$ cat src/rtl/avalon_mm_arbiter.sv
// avalon_mm_arbiter
// Two-requester round-robin arbiter in front of a single Avalon-MM register
// slave (8-bit address, 8-bit data). One transfer is in flight at a time.
// A stalled transfer is aborted after TIMEOUT wait cycles.
//
// Ports
//   clk, reset          clock; asynchronous active-high reset
//   rq_read/rq_write    per-requester strobes (bit i = requester i)
//   rq_address          packed addresses, requester i at [8i+7:8i]
//   rq_writedata        packed write data, same packing
//   rq_readdata         read data, valid while the matching rq_done bit is high
//   rq_done, rq_err     one-cycle completion / timeout-abort pulses
//   grant               one-hot owner of the current transfer, 0 when idle
//   m_*                 Avalon-MM master side
//   fsm_state           current FSM state (0 IDLE, 1 BUS, 2 RESP)
//
// Handshake: a requester raises its strobe with address/data and holds all
// of them stable until it sees its rq_done or rq_err bit high, then drops
// the strobe on that edge. On the slave side a transfer completes on the
// rising edge where m_read/m_write is high and m_waitrequest is low.
module avalon_mm_arbiter #(
  parameter int TIMEOUT = 15
) (
  input  logic        clk,
  input  logic        reset,
  input  logic [1:0]  rq_read,
  input  logic [1:0]  rq_write,
  input  logic [15:0] rq_address,
  input  logic [15:0] rq_writedata,
  output logic [7:0]  rq_readdata,
  output logic [1:0]  rq_done,
  output logic [1:0]  rq_err,
  output logic [1:0]  grant,
  output logic [7:0]  m_address,
  output logic        m_read,
  output logic        m_write,
  output logic [7:0]  m_writedata,
  input  logic [7:0]  m_readdata,
  input  logic        m_waitrequest,
  output logic [1:0]  fsm_state
);

  typedef enum logic [1:0] {
    IDLE = 2'd0,
    BUS  = 2'd1,
    RESP = 2'd2
  } state_t;

  // The abort fires on the edge that would bring the counter to TIMEOUT,
  // so the strobe is high for exactly TIMEOUT cycles.
  localparam logic [7:0] WAIT_LIMIT = 8'(TIMEOUT - 1);

  state_t     state;
  logic [7:0] wait_cnt;
  logic       last_grant;  // index of the most recently served requester
  logic       owner;       // index of the requester in flight
  logic [1:0] pending;
  logic       pick;
  logic [7:0] sel_address;
  logic [7:0] sel_writedata;

  assign fsm_state = state;
  assign pending   = rq_read | rq_write;

  // Round-robin pick: a lone requester wins; on contention the one not
  // served last wins.
  always_comb begin
    pick = 1'b0;
    if (pending[0] && pending[1]) pick = ~last_grant;
    else if (pending[1])          pick = 1'b1;
  end

  assign sel_address   = pick ? rq_address[15:8]   : rq_address[7:0];
  assign sel_writedata = pick ? rq_writedata[15:8] : rq_writedata[7:0];

  // m_read/m_write double as the latched operation: exactly one of them is
  // high for the whole BUS state, and read wins when both strobes are set.
  always_ff @(posedge clk or posedge reset) begin
    if (reset) begin
      state       <= IDLE;
      m_read      <= 1'b0;
      m_write     <= 1'b0;
      m_address   <= 8'h00;
      m_writedata <= 8'h00;
      rq_readdata <= 8'h00;
      rq_done     <= 2'b00;
      rq_err      <= 2'b00;
      grant       <= 2'b00;
      wait_cnt    <= 8'h00;
      last_grant  <= 1'b1;
      owner       <= 1'b0;
    end else begin
      case (state)
        IDLE: begin
          if (|pending) begin
            owner       <= pick;
            grant       <= pick ? 2'b10 : 2'b01;
            m_address   <= sel_address;
            m_writedata <= sel_writedata;
            m_read      <= rq_read[pick];
            m_write     <= ~rq_read[pick];
            state       <= BUS;
          end
        end
        BUS: begin
          if (!m_waitrequest) begin
            if (m_read) rq_readdata <= m_readdata;
            rq_done[owner] <= 1'b1;
            m_read         <= 1'b0;
            m_write        <= 1'b0;
            state          <= RESP;
          end else if (wait_cnt == WAIT_LIMIT) begin
            rq_err[owner] <= 1'b1;
            rq_readdata   <= 8'h00;
            m_read        <= 1'b0;
            m_write       <= 1'b0;
            state         <= RESP;
          end else begin
            wait_cnt <= wait_cnt + 8'd1;
          end
        end
        RESP: begin
          rq_done    <= 2'b00;
          rq_err     <= 2'b00;
          grant      <= 2'b00;
          wait_cnt   <= 8'h00;
          last_grant <= owner;
          state      <= IDLE;
        end
        default: state <= IDLE;
      endcase
    end
  end

endmodule
$ cat config.mk
export PLATFORM = sky130hd
export DESIGN_NAME = avalon_mm_arbiter
export DESIGN_NICKNAME = d
export VERILOG_FILES = /design/src/rtl/avalon_mm_arbiter.sv
export SDC_FILE = /design/constraint.sdc
export NUM_CORES = 1
export LEC_CHECK = 0
export ABC_CLOCK_PERIOD_IN_PS = 3700
export CORE_AREA = 5 5 78 73
export CTS_CLUSTER_DIAMETER = 60
export CTS_CLUSTER_SIZE = 28
export DETAILED_ROUTE_END_ITERATION = 6
export DIE_AREA = 0 0 83 78
export GPL_ROUTABILITY_DRIVEN = 0
export HOLD_SLACK_MARGIN = 0.08
export PLACE_DENSITY = 0.92
export SYNTH_ARGS = -nofsm -noshare
export SYNTH_HDL_FRONTEND = slang
export SYNTH_SLANG_ARGS = --single-unit
$ cat constraint.sdc
create_clock -name clk -period 3.7 [get_ports clk]
set_clock_uncertainty 0.2 [all_clocks]
set_input_delay 0.74 -clock clk [delete_from_list [all_inputs] [get_ports clk]]
set_output_delay 0.74 -clock clk [all_outputs]
set_load 0.05 [all_outputs]
==> impl_summary.txt <==
----------------------------------------------------
[Run status]
  Run status ... finished, final reports clean

[Die]
  Die outline area ... ~0.0065 sq mm
  Die Height ... 78 microns
  Core Box Area ... around 0.0047 sq mm
  Die Wd ... 83 microns
  Num rows ... 24
  Count of boundary I/O pins ... around 80
  Initial Utilization ... 0.451

[Timing]
  Slew margin rel. ... 0.376
  Final min period ... 2520 ps
  Number of hold violations in the final report ... 0
  Setup repair after global routing missed its margin ... no
  Count of pins over their slew limit ... 0
  Timing-limited maximum frequency ... 397 MHz
  Share of the clock period used by the worst path after layout ... 0.680
  Worst slack on hold paths ... 304 ps
  Final setup viols ... 0
  Slew at the pin with the worst max-slew slack ... 933 ps
  Post-Route Setup TNS ... 0 ps

[Logic synthesis]
  Netlist Area Pre-Place ... approximately 0.0021 sq mm
  Mean post-synth cell area ... 11.3 sq um
  Leading post-synthesis cells by cell area ... sky130_fd_sc_hd__dfrtp_1 50%, sky130_fd_sc_hd__a222oi_1 7.5%, sky130_fd_sc_hd__inv_1 4.2%
  Most frequently used cell type in the post-synthesis netlist ... sky130_fd_sc_hd__dfrtp_1
  Seq cells post-synth ... 44
  Share of flip-flops with an asynchronous set or reset ... 1.00
  Predominant post-synthesis flop cell ... sky130_fd_sc_hd__dfrtp_1
  Largest area contributor in the netlist ... sky130_fd_sc_hd__dfrtp_1
  Post-synthesis sequential area ratio ... 0.515
  Count of unique library cells instantiated by Yosys ... 45
  Syn_nets ... between 200 and 250
  Most instantiated cells after synthesis ... 43 x sky130_fd_sc_hd__dfrtp_1, 24 x sky130_fd_sc_hd__inv_1, 16 x sky130_fd_sc_hd__a222oi_1
  Portion of synthesized cell area occupied by the leading cell type ... 0.502
  Gate count of the mapped netlist ... 189
  Number of synthesized flops with an enable pin ... 0
  Ys Warns ... 0

[Detailed routing]
  Total Routed Length ... 5540 microns
  Via density ... 5.57
  Iteration count of the initial detailed-routing pass ... 5
  DR top layer ... met4
  Remaining DRCs ... 0
  Met2 WL post-DR ... 2770 microns
  Number of violations reported at the end of detailed-routing iteration 0 ... 116
  Post-route met1 wirelength ... 2290 microns
  Post-detailed-route count of antenna-violating nets ... 0
  Vias after detailed routing ... 1,873
  DR WL/cell ... 16.5 microns
  Routed met3 length ... roughly 400 microns

[Power]
  P per Cell Area ... 971 mW/mm^2
  P_leak ... 1.35 nW
  Overall power consumption ... 3.00 mW
  Worst-case vdd ir drop ... 538 uV

[CTS]
  Sink count of the clock tree ... 44
  Setup fix buffers added after clock tree synthesis ... 0
  Later-pin clock latency in the skew report ... 300 ps
  Register clock-pin slew on the reported worst setup and hold paths ... about 80 ps
  Root Driver ... sky130_fd_sc_hd__clkbuf_8
  Bufs on Longest Clock Path ... 2
  CTS tree ... yes
  Clock buffer count from CTS ... 5
  Number of gates given a new drive strength after cts ... 0
  Number of buffers added to fix hold violations after cts ... 0
  CTS H-Tree Depth ... 2

[Setup path]
  Endpoint of the lowest-slack register-to-register path ... wait_cnt[7]
  Depth of the worst register-to-register path ... 6
  Launch point of the worst path ... rq_write[1]
  Critical setup path kind ... in -> reg
  Peak fanout along the critical path ... 6
  Arrival time at the worst endpoint ... 2500 ps
  Type of destination of the critical path ... flip-flop
  Startpoint class of the critical path ... primary input
  Destination of the critical timing path ... fsm_state[0]
  Worst reg2reg setup slack ... 1390 ps
  CP required ... 3680 ps
  R2r startpoint ... fsm_state[1]

[Cells and area]
  Count of filler cells inserted in the layout ... 370
  Fraction of layout cells with a size suffix above 1 ... 0.0849
  Area growth from synthesis to layout ... 44.5%
  Antenna fix cells ... 0
  Post-route core utilization ... 0.652
  Layout Nets ... 323

[Placement]
  Count of buffers from port buffering ... 80
  HPWL after detailed placement ... 4100 microns

[GRT]
  Maximum number of pins on one net before global-route repair ... 34
  Global-route wire length before repair ... roughly 9100 microns
  Total gr overflow ... 0
  Via count of the first global-routing pass ... about 1,900
  Initial antenna violation count ... 0
  Total global routing track utilization ... 0.172

[Worst hold path]
  Path category of the worst min-delay check ... reg -> reg

[Flow run]
  Max Cap Viol ... 0

----------------------------------------------------
[placed cells by master, fill, tap and decap left out, drive strengths merged, types with 4 or more instances in the layout]
cell type / n
clkdlybuf4s50: 80
dfrtp: 43
inv: 24
a222oi: 16
o21ai: 13
a22o: 9
a21oi: 6
ha: 6
nor2: 5
nand2: 5
o31ai: 5
nand3: 5
a31oi: 5
clkbuf: 5
nand2b: 5
clkinv: 4
[worst max-delay path: stages]
cell	delay [ps]
sky130_fd_sc_hd__clkdlybuf4s50_1	480
sky130_fd_sc_hd__nor2_1	320
sky130_fd_sc_hd__nor4b_4	410
sky130_fd_sc_hd__nand2b_2	220
sky130_fd_sc_hd__mux2_2	330
[layout make-up]
type	count	area [sq um]	area share
multi-input cells	112	902	0.291
well taps	65	81.3	0.0263
inverters	25	93.8	0.0303
repair buffers	82	828	0.268
clock buffers	5	68.8	0.0222
flip-flops and latches	44	1100	0.356
clock inverters	3	18.8	0.00606
[worst min path at each step]
stage	start	end	slack [ps]	depth (start not counted)
floorplan	wait_cnt[6]	wait_cnt[6]	280	1
global route	rq_readdata[4]	rq_readdata[4]	330	1
detailed placement	rq_readdata[6]	rq_readdata[6]	290	1
CTS	m_writedata[3]	m_writedata[3]	310	2
global placement	m_writedata[2]	m_writedata[2]	270	2
finish	rq_readdata[5]	rq_readdata[5]	300	1
[flip-flops by register name, indices dropped and copies added (netlist names)]
name and cells:
fsm_state 2, grant 2, last_grant 1, m_address 8, m_read 1, m_write 1, m_writedata 8, owner 1
rq_done 2, rq_err 2, rq_readdata 8, wait_cnt 8
[through the flow]
stage | setup slack, ps | area [sq um] | cells
final | 1180 | 3100 | 336
after global routing | 1080 | 3100 | 336
after CTS | 1180 | 3080 | 335
after detailed placement | 880 | 2990 | 327
after global placement | 927 | 2990 | 327
after floorplan | 1440 | 2140 | 189
[power breakdown]
part / total, mW / internal, mW / switching (mW) / leakage (nW)
clock network: 0.299 / 0.132 / 0.168 / 0.0479
logic: 1.83 / 0.666 / 1.17 / 0.763
registers: 0.872 / 0.701 / 0.171 / 0.542
[kinds of logic after synthesis]
| group | share of synthesized area |
|---|---|
| compound gates | 0.244 |
| mux | 0.0105 |
| buf+inv | 0.0643 |
| fa+ha+maj | 0.0350 |
| flops | 0.515 |
| simple gates | 0.131 |
[metal layers]
layer,GRT usage,up-vias
met5,0,-
met4,0.0507,0
met3,0.0604,8
met2,0.284,60
met1,0.213,925
li1,-,880
No activity file was read; power rests on OpenSTA's default activity.
